### config.mk
export PLATFORM = sky130hd
export DESIGN_NAME = led_sprite_reader
export DESIGN_NICKNAME = d
export VERILOG_FILES = /design/src/rtl/led_sprite_pkg.sv /design/src/rtl/pipe_delay.sv /design/src/rtl/led_sprite_reader.sv
export SDC_FILE = /design/constraint.sdc
export NUM_CORES = 1
export LEC_CHECK = 0
export ABC_CLOCK_PERIOD_IN_PS = 5100
export BUFFER_PORTS_ARGS = -buffer_cell sky130_fd_sc_hd__buf_2
export CORE_UTILIZATION = 53
export CTS_CLUSTER_SIZE = 12
export DETAILED_ROUTE_END_ITERATION = 8
export PLACE_DENSITY = 0.76
export SETUP_SLACK_MARGIN = 0.3
export SLEW_MARGIN = 25
export SYNTH_ARGS = -nofsm -noshare
export SYNTH_HDL_FRONTEND = slang
export SYNTH_SLANG_ARGS = --single-unit
### constraint.sdc
create_clock -name clk -period 5.1 [get_ports clk]
set_input_delay 0.765 -clock clk [delete_from_list [all_inputs] [get_ports clk]]
set_output_delay 0.765 -clock clk [all_outputs]
set_load 0.01 [all_outputs]
### src/rtl/led_sprite_pkg.sv
// rtl/led_sprite_pkg.sv - shared constants and scale helper for the LED sprite reader
//
// Holds the sprite geometry, ROM address width, pixel width, the
// transparency key and the scale encoding used by led_sprite_reader.
package led_sprite_pkg;

  localparam int SPRITE_DIM = 32;
  localparam int ROM_AW     = 10;
  localparam int PIX_W      = 16;
  localparam int COORD_W    = ROM_AW / 2;

  localparam logic [PIX_W-1:0] TRANSPARENT = 16'h0000;

  typedef enum logic [1:0] {
    SCALE_1X     = 2'd0,
    SCALE_2X     = 2'd1,
    SCALE_4X     = 2'd2,
    SCALE_4X_ALT = 2'd3
  } scale_e;

  // Encoding 3 is an alias for 4x, so the shift amount saturates at 2.
  function automatic logic [1:0] scale_eff(input logic [1:0] scale);
    return (scale > SCALE_4X) ? SCALE_4X : scale;
  endfunction

endpackage

### src/rtl/pipe_delay.sv
// rtl/pipe_delay.sv - fixed-depth register delay line with reset value
//
// Ports:
//   clk     - clock
//   rst_n   - asynchronous active-low reset, loads RESET_VAL in every stage
//   data    - value entering the delay line
//   delayed - value that entered DEPTH clocks earlier
module pipe_delay #(
  parameter int               WIDTH     = 1,
  parameter int               DEPTH     = 1,
  parameter logic [WIDTH-1:0] RESET_VAL = '0
) (
  input  logic             clk,
  input  logic             rst_n,
  input  logic [WIDTH-1:0] data,
  output logic [WIDTH-1:0] delayed
);

  logic [WIDTH-1:0] stage_q [DEPTH];

  always_ff @(posedge clk or negedge rst_n) begin
    if (!rst_n) begin
      for (int i = 0; i < DEPTH; i++) stage_q[i] <= RESET_VAL;
    end else begin
      stage_q[0] <= data;
      for (int i = 1; i < DEPTH; i++) stage_q[i] <= stage_q[i-1];
    end
  end

  assign delayed = stage_q[DEPTH-1];

endmodule

### src/rtl/led_sprite_reader.sv
// rtl/led_sprite_reader.sv - overlays a 32x32 RGB565 ROM sprite on a VGA pixel stream
//
// Ports:
//   clk, rst_n                 - pixel clock, asynchronous active-low reset
//   x_in, y_in, de_in          - beam position and display enable
//   hs_in, vs_in               - syncs from the timing generator
//   pos_x, pos_y, scale,led_on - sprite placement, latched at frame start
//   bg_rgb                     - colour outside the sprite / on transparent pixels
//   rom_ad, rom_ce, rom_oce,
//   rom_reset                  - shared control of the on/off image ROMs
//   rom_on_dout, rom_off_dout  - ROM read data (one clock after address)
//   rgb_out, de_out, hs_out,
//   vs_out                     - output pixel and syncs, 3 clocks after input
module led_sprite_reader
  import led_sprite_pkg::*;
#(
  parameter logic VS_ACTIVE = 1'b0,
  parameter int   H_BITS    = 10
) (
  input  logic              clk,
  input  logic              rst_n,
  input  logic [H_BITS-1:0] x_in,
  input  logic [H_BITS-1:0] y_in,
  input  logic              de_in,
  input  logic              hs_in,
  input  logic              vs_in,
  input  logic [H_BITS-1:0] pos_x,
  input  logic [H_BITS-1:0] pos_y,
  input  logic [1:0]        scale,
  input  logic              led_on,
  input  logic [PIX_W-1:0]  bg_rgb,
  output logic [ROM_AW-1:0] rom_ad,
  output logic              rom_ce,
  output logic              rom_oce,
  output logic              rom_reset,
  input  logic [PIX_W-1:0]  rom_on_dout,
  input  logic [PIX_W-1:0]  rom_off_dout,
  output logic [PIX_W-1:0]  rgb_out,
  output logic              de_out,
  output logic              hs_out,
  output logic              vs_out
);

  // One extra bit so a beam left of / above the sprite cannot wrap into a hit.
  localparam int CW = H_BITS + 1;

  logic              vs_prev;
  logic              frame_start;
  logic [H_BITS-1:0] pos_x_s;
  logic [H_BITS-1:0] pos_y_s;
  logic [1:0]        scale_s;
  logic              led_on_s;

  logic [1:0]         shift;
  logic [CW-1:0]      size;
  logic [CW-1:0]      dx;
  logic [CW-1:0]      dy;
  logic               hit;
  logic [COORD_W-1:0] col;
  logic [COORD_W-1:0] row;

  logic              hit_d;
  logic              led_d;
  logic [PIX_W-1:0]  pix;
  logic [PIX_W-1:0]  sprite_q;
  logic [PIX_W-1:0]  bg_d;

  assign rom_oce   = 1'b1;
  assign rom_reset = 1'b0;

  // Shadows load on the clock after vs_in enters its active level, so a
  // hit in that same cycle still sees the previous frame's placement.
  assign frame_start = (vs_in == VS_ACTIVE) && (vs_prev != VS_ACTIVE);

  always_ff @(posedge clk or negedge rst_n) begin
    if (!rst_n) begin
      vs_prev  <= ~VS_ACTIVE;
      pos_x_s  <= '0;
      pos_y_s  <= '0;
      scale_s  <= SCALE_1X;
      led_on_s <= 1'b0;
    end else begin
      vs_prev <= vs_in;
      if (frame_start) begin
        pos_x_s  <= pos_x;
        pos_y_s  <= pos_y;
        scale_s  <= scale;
        led_on_s <= led_on;
      end
    end
  end

  assign shift = scale_eff(scale_s);
  assign size  = CW'(SPRITE_DIM) << shift;
  assign dx    = {1'b0, x_in} - {1'b0, pos_x_s};
  assign dy    = {1'b0, y_in} - {1'b0, pos_y_s};
  assign hit   = de_in && (x_in >= pos_x_s) && (y_in >= pos_y_s) &&
                 (dx < size) && (dy < size);
  assign col   = COORD_W'(dx >> shift);
  assign row   = COORD_W'(dy >> shift);

  always_ff @(posedge clk or negedge rst_n) begin
    if (!rst_n) begin
      rom_ad <= '0;
      rom_ce <= 1'b0;
    end else begin
      rom_ce <= 1'b1;
      if (hit) rom_ad <= {row, col};
    end
  end

  // hit and image select travel alongside the ROM read so they line up
  // with dout in the data stage.
  pipe_delay #(
    .WIDTH     (2),
    .DEPTH     (2),
    .RESET_VAL (2'b00)
  ) u_hit_delay (
    .clk     (clk),
    .rst_n   (rst_n),
    .data    ({hit, led_on_s}),
    .delayed ({hit_d, led_d})
  );

  pipe_delay #(
    .WIDTH     (3 + PIX_W),
    .DEPTH     (3),
    .RESET_VAL ({1'b0, 1'b1, ~VS_ACTIVE, {PIX_W{1'b0}}})
  ) u_sync_delay (
    .clk     (clk),
    .rst_n   (rst_n),
    .data    ({de_in, hs_in, vs_in, bg_rgb}),
    .delayed ({de_out, hs_out, vs_out, bg_d})
  );

  assign pix = led_d ? rom_on_dout : rom_off_dout;

  // The final stage keeps only the sprite colour; a stored TRANSPARENT
  // value means "show background", which is why the key doubles as the
  // miss marker.
  always_ff @(posedge clk or negedge rst_n) begin
    if (!rst_n) begin
      sprite_q <= TRANSPARENT;
    end else begin
      sprite_q <= (hit_d && (pix != TRANSPARENT)) ? pix : TRANSPARENT;
    end
  end

  assign rgb_out = !de_out                    ? '0       :
                   (sprite_q != TRANSPARENT)  ? sprite_q :
                                                bg_d;

endmodule

==> results.yml, run 1 <==
status:
  status: "completed"
clock_tree:
  cts_resized: 0
  path_clk_slew_ps: 110
  clockBufferDepth: 2
  cts_setup_buffers: 0
  worstSkewPairLatency_ps: 360
  cts_tree: "built"
  holdBufCountCts: 0
  cts_root_buffer: "clkbuf_8"
  cts_made_buffers: 9
  htree_levels: 3
  cts.sinks: 111
timing:
  finalHoldViolCount: 0
  report.final.slew_viol_count: 0
  setup_viol: 0
  slew_headroom: 0.384
  finalSetupTns_ps: 0
  fmax_mhz: 246
  whs_ps: 348
  tightest_slew_ps: 923
  grt_setup_unrepaired: "no"
  fin_crit_sh: 0.796
  fin_crit_ps: 4060
  finClkSkew_ps: 16.0
  setup_slack_ps: 1040
route:
  firstDrtPassIters: 5
  drtAntennaViolNets: 0
  drc: 0
  vias: 3830
  routed_via_density: 5.28
  wl_um: 10400
  drt_iter0_markers: 134
  wl_per_cell_um: 14.3
min_path:
  hold_path.class: "register to register"
global_routing:
  gr-total-overflow: 0
  grt_pass1_wl_um: 17100
  grtUsageTotal: 0.219
  first_global_vias: 3789
  grt_max_degree: 84
  antenna_found_initial: 0
worst_setup_path:
  reg2reg_depth: 15
  crit_path_start_kind: "primary input"
  r2r_end: "rom_ad[3]$_DFFE_PN0P_"
  end_kind: "register"
  r2r_start: "pos_x_s[1]$_DFFE_PN0P_"
  critPathMaxFanout: 10
  crit_required_ps: 5350
  cp-endpoint: "rom_ad[3]$_DFFE_PN0P_"
  crit_type: "primary input to register"
  rrSetupSlack_ps: 1080
  startpoint: "x_in[1]"
  crit_arrival_ps: 4310
synth:
  yosys_warnings: 0
  synth_edf_count: 0
  yosysTopAreaCellShare: 0.510
  synth_seq_cells: 111
  avgSynthCellArea_um2: 10.9
  netlist_area_um2: 5150
  ys.flop_type: "dfrtp_1"
  ys_types: 61
  synth_area_leaders: "dfrtp_1 51%, ha_1 6.8%, mux2i_1 4.1%"
  seq_area_frac_synth: 0.541
  syn_inst: 471
  synth_top_area_cell: "dfrtp_1"
  async_flop_share: 1.00
layout:
  n_antenna_cell: 0
  nets: 718
  syn2layout_area_growth_pct: 18.5
  nFillCells: 759
  post_route_cells_drive_above_1_share: 0.276
placed_design:
  dpl.hpwl_um: 7940
  port_buffers: 125
  gp_congestion: 0.826
  pre_cts_slack_ps: 657
floorplanning:
  start_util: 0.552
  fp.dieArea_um2: 10100
  die_w_um: 101
  coreArea_um2: 9330
  die_height_um: 101
  rows: 35
  ioPinCount: 128
power_and_ir_drop:
  p_per_area_nw_per_um2: 349
  cellLeakagePower_nw: 2.99
  ir_worst_vdd_v: 0.000155
job:
  max-cap-violations: 0
## worst max-delay path, cell delays in order
cell      delay [ps]
buf_2            110
ha_1             270
nor2b_1          150
o31ai_1          430
nand2b_1         130
a21o_1           240
xor2_1           150
ha_1             310
o21a_1           170
nor3_1           150
o22ai_1          110
a211o_1          300
or4_4            570
clkinv_4         140
mux2_4           310
## worst min-delay path by stage
stage | startpoint | end | slack [ps] | cells after the start
global placement | u_sync_delay.stage_q[48]$_DFF_PN0_ | u_sync_delay.stage_q[29]$_DFF_PN0_ | 330 | 0
finish | u_sync_delay.stage_q[43]$_DFF_PN0_ | u_sync_delay.stage_q[24]$_DFF_PN0_ | 350 | 0
global route | u_sync_delay.stage_q[43]$_DFF_PN0_ | u_sync_delay.stage_q[24]$_DFF_PN0_ | 360 | 0
CTS | u_sync_delay.stage_q[43]$_DFF_PN0_ | u_sync_delay.stage_q[24]$_DFF_PN0_ | 360 | 0
floorplan | u_hit_delay.stage_q[2]$_DFF_PN0_ | u_hit_delay.delayed[0]$_DFF_PN0_ | 330 | 0
detailed placement | u_sync_delay.stage_q[32]$_DFF_PN0_ | u_sync_delay.delayed[13]$_DFF_PN0_ | 330 | 0
## per-layer routing
| layer | wire length [µm] | GRT usage | part of all wire | vias up |
|---|---|---|---|---|
| met5 | 0 | 0 | 0 | - |
| met4 | 167 | 0.0780 | 0.016 | 0 |
| met3 | 605 | 0.0388 | 0.058 | 14 |
| met2 | 5220 | 0.390 | 0.50 | 140 |
| met1 | 4390 | 0.266 | 0.42 | 1792 |
| li1 | - | - | - | 1884 |
## per-stage QoR
stage / power (W) / cells / cell area (µm²) / utilization
after floorplan: 0.00143 / 474 / 5160 / -
after global placement: 0.00160 / 710 / 5890 / 0.631
after detailed placement: 0.00163 / 710 / 5890 / 0.631
after CTS: 0.00216 / 726 / 6100 / 0.654
after global routing: 0.00228 / 726 / 6100 / 0.654
final: 0.00213 / 726 / 6100 / 0.654
## where the power goes
group	internal [W]	total, W	switching, W
clock	0.000210	0.000523	0.000313
sequential	0.000963	0.00102	0.0000542
combinational	0.000278	0.000591	0.000314
## cells by family after synthesis
| kind of cell | count (synthesis) | share of synthesized area |
|---|---|---|
| simple gates | 131 | 0.129 |
| flops | 111 | 0.541 |
| compound gates | 107 | 0.130 |
| buf+inv | 50 | 0.0393 |
| mux | 31 | 0.0678 |
| fa+ha+maj | 30 | 0.0758 |
| xor+xnor | 9 | 0.0153 |
| other cells | 2 | 0.00146 |
## area by class of cell
type | instances | area [µm²] | share of cell area
clock inverters | 6 | 72.6 | 0.0119
inverters | 30 | 118 | 0.0193
repair buffers | 127 | 647 | 0.106
clock buffers | 10 | 138 | 0.0226
multi-input cells | 313 | 2180 | 0.358
flip-flops and latches | 111 | 2790 | 0.456
well taps | 129 | 161 | 0.0264
## state kept, by name (all words and copies together) (netlist names)
signal,count
rom_ad,10
rom_ce,1
u_hit_delay.stage_q,2
u_sync_delay.delayed,19
pos_x_s,10
led_on_s,1
u_hit_delay.delayed,2
sprite_q,16
u_sync_delay.stage_q,38
scale_s,2
pos_y_s,10
## layout by cell type (no fill, tap or decap), types with 3 or more instances in the layout
| cell | instances |
|---|---|
| buf_2 | 124 |
| dfrtp_1 | 105 |
| nor2_1 | 37 |
| o21ai_0 | 30 |
| a21oi_1 | 29 |
| inv_1 | 28 |
| ha_1 | 28 |
| nand2_1 | 27 |
| mux2i_1 | 21 |
| nor2b_1 | 20 |
| nor3_1 | 10 |
| clkbuf_8 | 10 |
| nor4_1 | 8 |
| o21a_1 | 8 |
| mux2_4 | 7 |
| dfstp_2 | 6 |
| nand2b_1 | 5 |
| xnor2_1 | 5 |
| conb_1 | 5 |
| xor2_1 | 4 |
| a211oi_1 | 4 |
| or4_1 | 3 |
| a31oi_1 | 3 |
| nand3_1 | 3 |
| and3_1 | 3 |
| a21o_1 | 3 |
| o31a_1 | 3 |
| o2111ai_1 | 3 |
| o21ai_1 | 3 |
| mux2_1 | 3 |
## cell usage after synthesis (4+ instances only)
library cell	number
dfrtp_1	105
nor2_1	37
o21ai_0	30
a21oi_1	29
ha_1	28
inv_1	28
nand2_1	27
mux2i_1	21
nor2b_1	21
clkbuf_1	15
nor3_1	10
nor4_1	8
o21a_1	8
mux2_4	7
dfstp_2	6
nand2b_1	5
xnor2_1	5
a211oi_1	4
o21ai_1	4
xor2_1	4
Power figures use the tool's default switching activity.
==> run 2, diff against run 1 <==
- ABC_CLOCK_PERIOD_IN_PS: 5100 -> 4100
- clock period: 5.1 -> 4.1 ns (I/O delays scaled with it)
==> run 2 against run 1 <==
  * First-iteration DRC count up 0.75%
  * Clock-buffer cell count down 1
  * Non-clock buffer count up 10
  * Highest routed layer unchanged
  * Largest power group unchanged
  * Largest cell class unchanged
  * Critical path depth unchanged
  * Register-to-register slack worse by 670 ps
  * Via count up 0.97%
==> results.yml, run 2 (synthesized netlist as in run 1, its figures left out) <==
floorplanning:
  die_height_um: 101
  start_util: 0.552
  ioPinCount: 128
  rows: 35
  die_w_um: 101
  coreArea_um2: 9330
  fp.dieArea_um2: 10100
timing:
  fin_crit_ps: 3690
  fin_crit_sh: 0.901
  slew_headroom: 0.393
  grt_setup_unrepaired: "yes"
  fmax_mhz: 271
  tightest_slew_ps: 911
  setup_viol: 0
  finalHoldViolCount: 0
  finClkSkew_ps: 12.8
  finalSetupTns_ps: 0
  report.final.slew_viol_count: 0
clock_tree:
  path_clk_slew_ps: 120
  worstSkewPairLatency_ps: 360
  htree_levels: 3
  cts_root_buffer: "clkbuf_8"
  holdBufCountCts: 0
  cts_made_buffers: 9
  cts_tree: "built"
  cts.sinks: 111
  clockBufferDepth: 2
worst_setup_path:
  critPathMaxFanout: 4
  crit_arrival_ps: 3950
  slowest_stage: "or4_4"
  crit_type: "register to register"
  crit_required_ps: 4350
  end_kind: "register"
  cpPeakStageDelay_ps: 620
  crit_path_start_kind: "register"
  crit_chain: "ha_4 -> fa_2 -> nor2b_2 -> o31a_1 -> or2_1 -> a21oi_2 -> xnor2_1 -> ha_1 -> o21a_1 -> nor3_2 -> o22ai_1 -> a211o_1 -> or4_4 -> inv_6 -> mux2_4"
power_and_ir_drop:
  ir_worst_vdd_v: 0.000217
  p_per_area_nw_per_um2: 430
  power_w: 0.00270
  cellLeakagePower_nw: 3.05
layout:
  largest_reg_flops: 38
  seqCellArea_um2: 2790
  post_route_cells_drive_above_1_share: 0.317
  syn2layout_area_growth_pct: 22.0
  layout_common_cells: "124 x buf_2, 105 x dfrtp_1, 37 x nor2_1"
  n_antenna_cell: 0
  nets: 729
  post-route-util: 0.674
  top_register: "u_sync_delay.stage_q"
  final_cells: 737
  final_common_cell: "buf_2"
  multi_input_area_um2: 2280
  nFillCells: 729
route:
  wl_um: 10500
  vias: 3867
  wl_per_cell_um: 14.2
  drtAntennaViolNets: 0
  drt_iter0_markers: 135
  drc: 0
  firstDrtPassIters: 4
  routed_via_density: 5.25
placed_design:
  port_buffers: 125
  gp_congestion: 0.865
  post-place-cells: 711
  dpl.hpwl_um: 7610
job:
  max-cap-violations: 0
status:
  status: "completed"
global_routing:
  grtUsageTotal: 0.210
  grt_pass1_wl_um: 16500
  gr-total-overflow: 0
  grt_max_degree: 53
  antenna_found_initial: 0
  first_global_vias: 3691
min_path:
  hold_path.class: "primary input to asynchronous set/reset pin"
## run 2: changes by cell type in the layout (fill, tap and decap cells not counted), sizes merged
cell	change
buf	+10
clkbuf	-1
clkinv	+1
clkinvlp	+1
## run 2: worst max-delay path: cells and delay by family (launching register included)
| family | cells | cell delay [ps] |
|---|---|---|
| simple gates | 4 | 1020 |
| fa+ha+maj | 3 | 850 |
| compound gates | 5 | 730 |
| flops | 1 | 430 |
| mux | 1 | 290 |
| xor+xnor | 1 | 140 |
| buf+inv | 1 | 110 |
## run 2: worst paths after layout
check                      slack, ps                              from  depth (start not counted)                                 end
max                              410            pos_x_s[0]$_DFFE_PN0P_                         15               rom_ad[3]$_DFFE_PN0P_
max reg2reg                      410            pos_x_s[0]$_DFFE_PN0P_                         15               rom_ad[3]$_DFFE_PN0P_
min                              180                             rst_n                          1   u_sync_delay.delayed[0]$_DFF_PN0_
min in group clk                 330                             hs_in                          1  u_sync_delay.stage_q[55]$_DFF_PN1_
max in group asynchronous       2910                             rst_n                          2               sprite_q[4]$_DFF_PN0_
min reg2reg                      360  u_hit_delay.stage_q[3]$_DFF_PN0_                          0    u_hit_delay.delayed[1]$_DFF_PN0_
## run 2: timing repair
item,in CTS,in global routing
setup endpoints to repair,0,10
endpoints found under the hold margin,0,0
gates resized for setup,0,22
setup buffers,0,9
## run 2: routing by layer
layer	vias up	wire length [µm]	track usage
met1	1822	4670	0.271
met2	128	5210	0.362
met3	9	461	0.0354
met5	-	0	0
li1	1908	-	-
met4	0	114	0.0702
## run 2: where the power goes
part / switching (W) / leakage (nW) / internal [W]
registers: 0.0000682 / 1.35 / 0.00120
clock network: 0.000398 / 0.101 / 0.000245
logic: 0.000410 / 1.59 / 0.000383
total: 0.000876 / 3.05 / 0.00183
## run 2: stage by stage
step | cell area [µm²] | setup slack (ps) | hold WS, ps
2_1_floorplan | 5180 | 374 | 319
3_3_place_gp | 5910 | 141 | 332
3_5_place_dp | 5910 | 50.4 | 335
4_1_cts | 6120 | 386 | 173
5_1_grt | 6290 | 224 | 185
6_report | 6290 | 405 | 178
## run 2: layout make-up
| class | count | area share |
|---|---|---|
| flip-flops and latches | 111 | 0.443 |
| multi-input cells | 313 | 0.363 |
| repair buffers | 137 | 0.114 |
| well taps | 129 | 0.0257 |
| inverters | 30 | 0.0199 |
| clock buffers | 9 | 0.0197 |
| clock inverters | 7 | 0.0135 |
| repair inverters | 1 | 0.00139 |
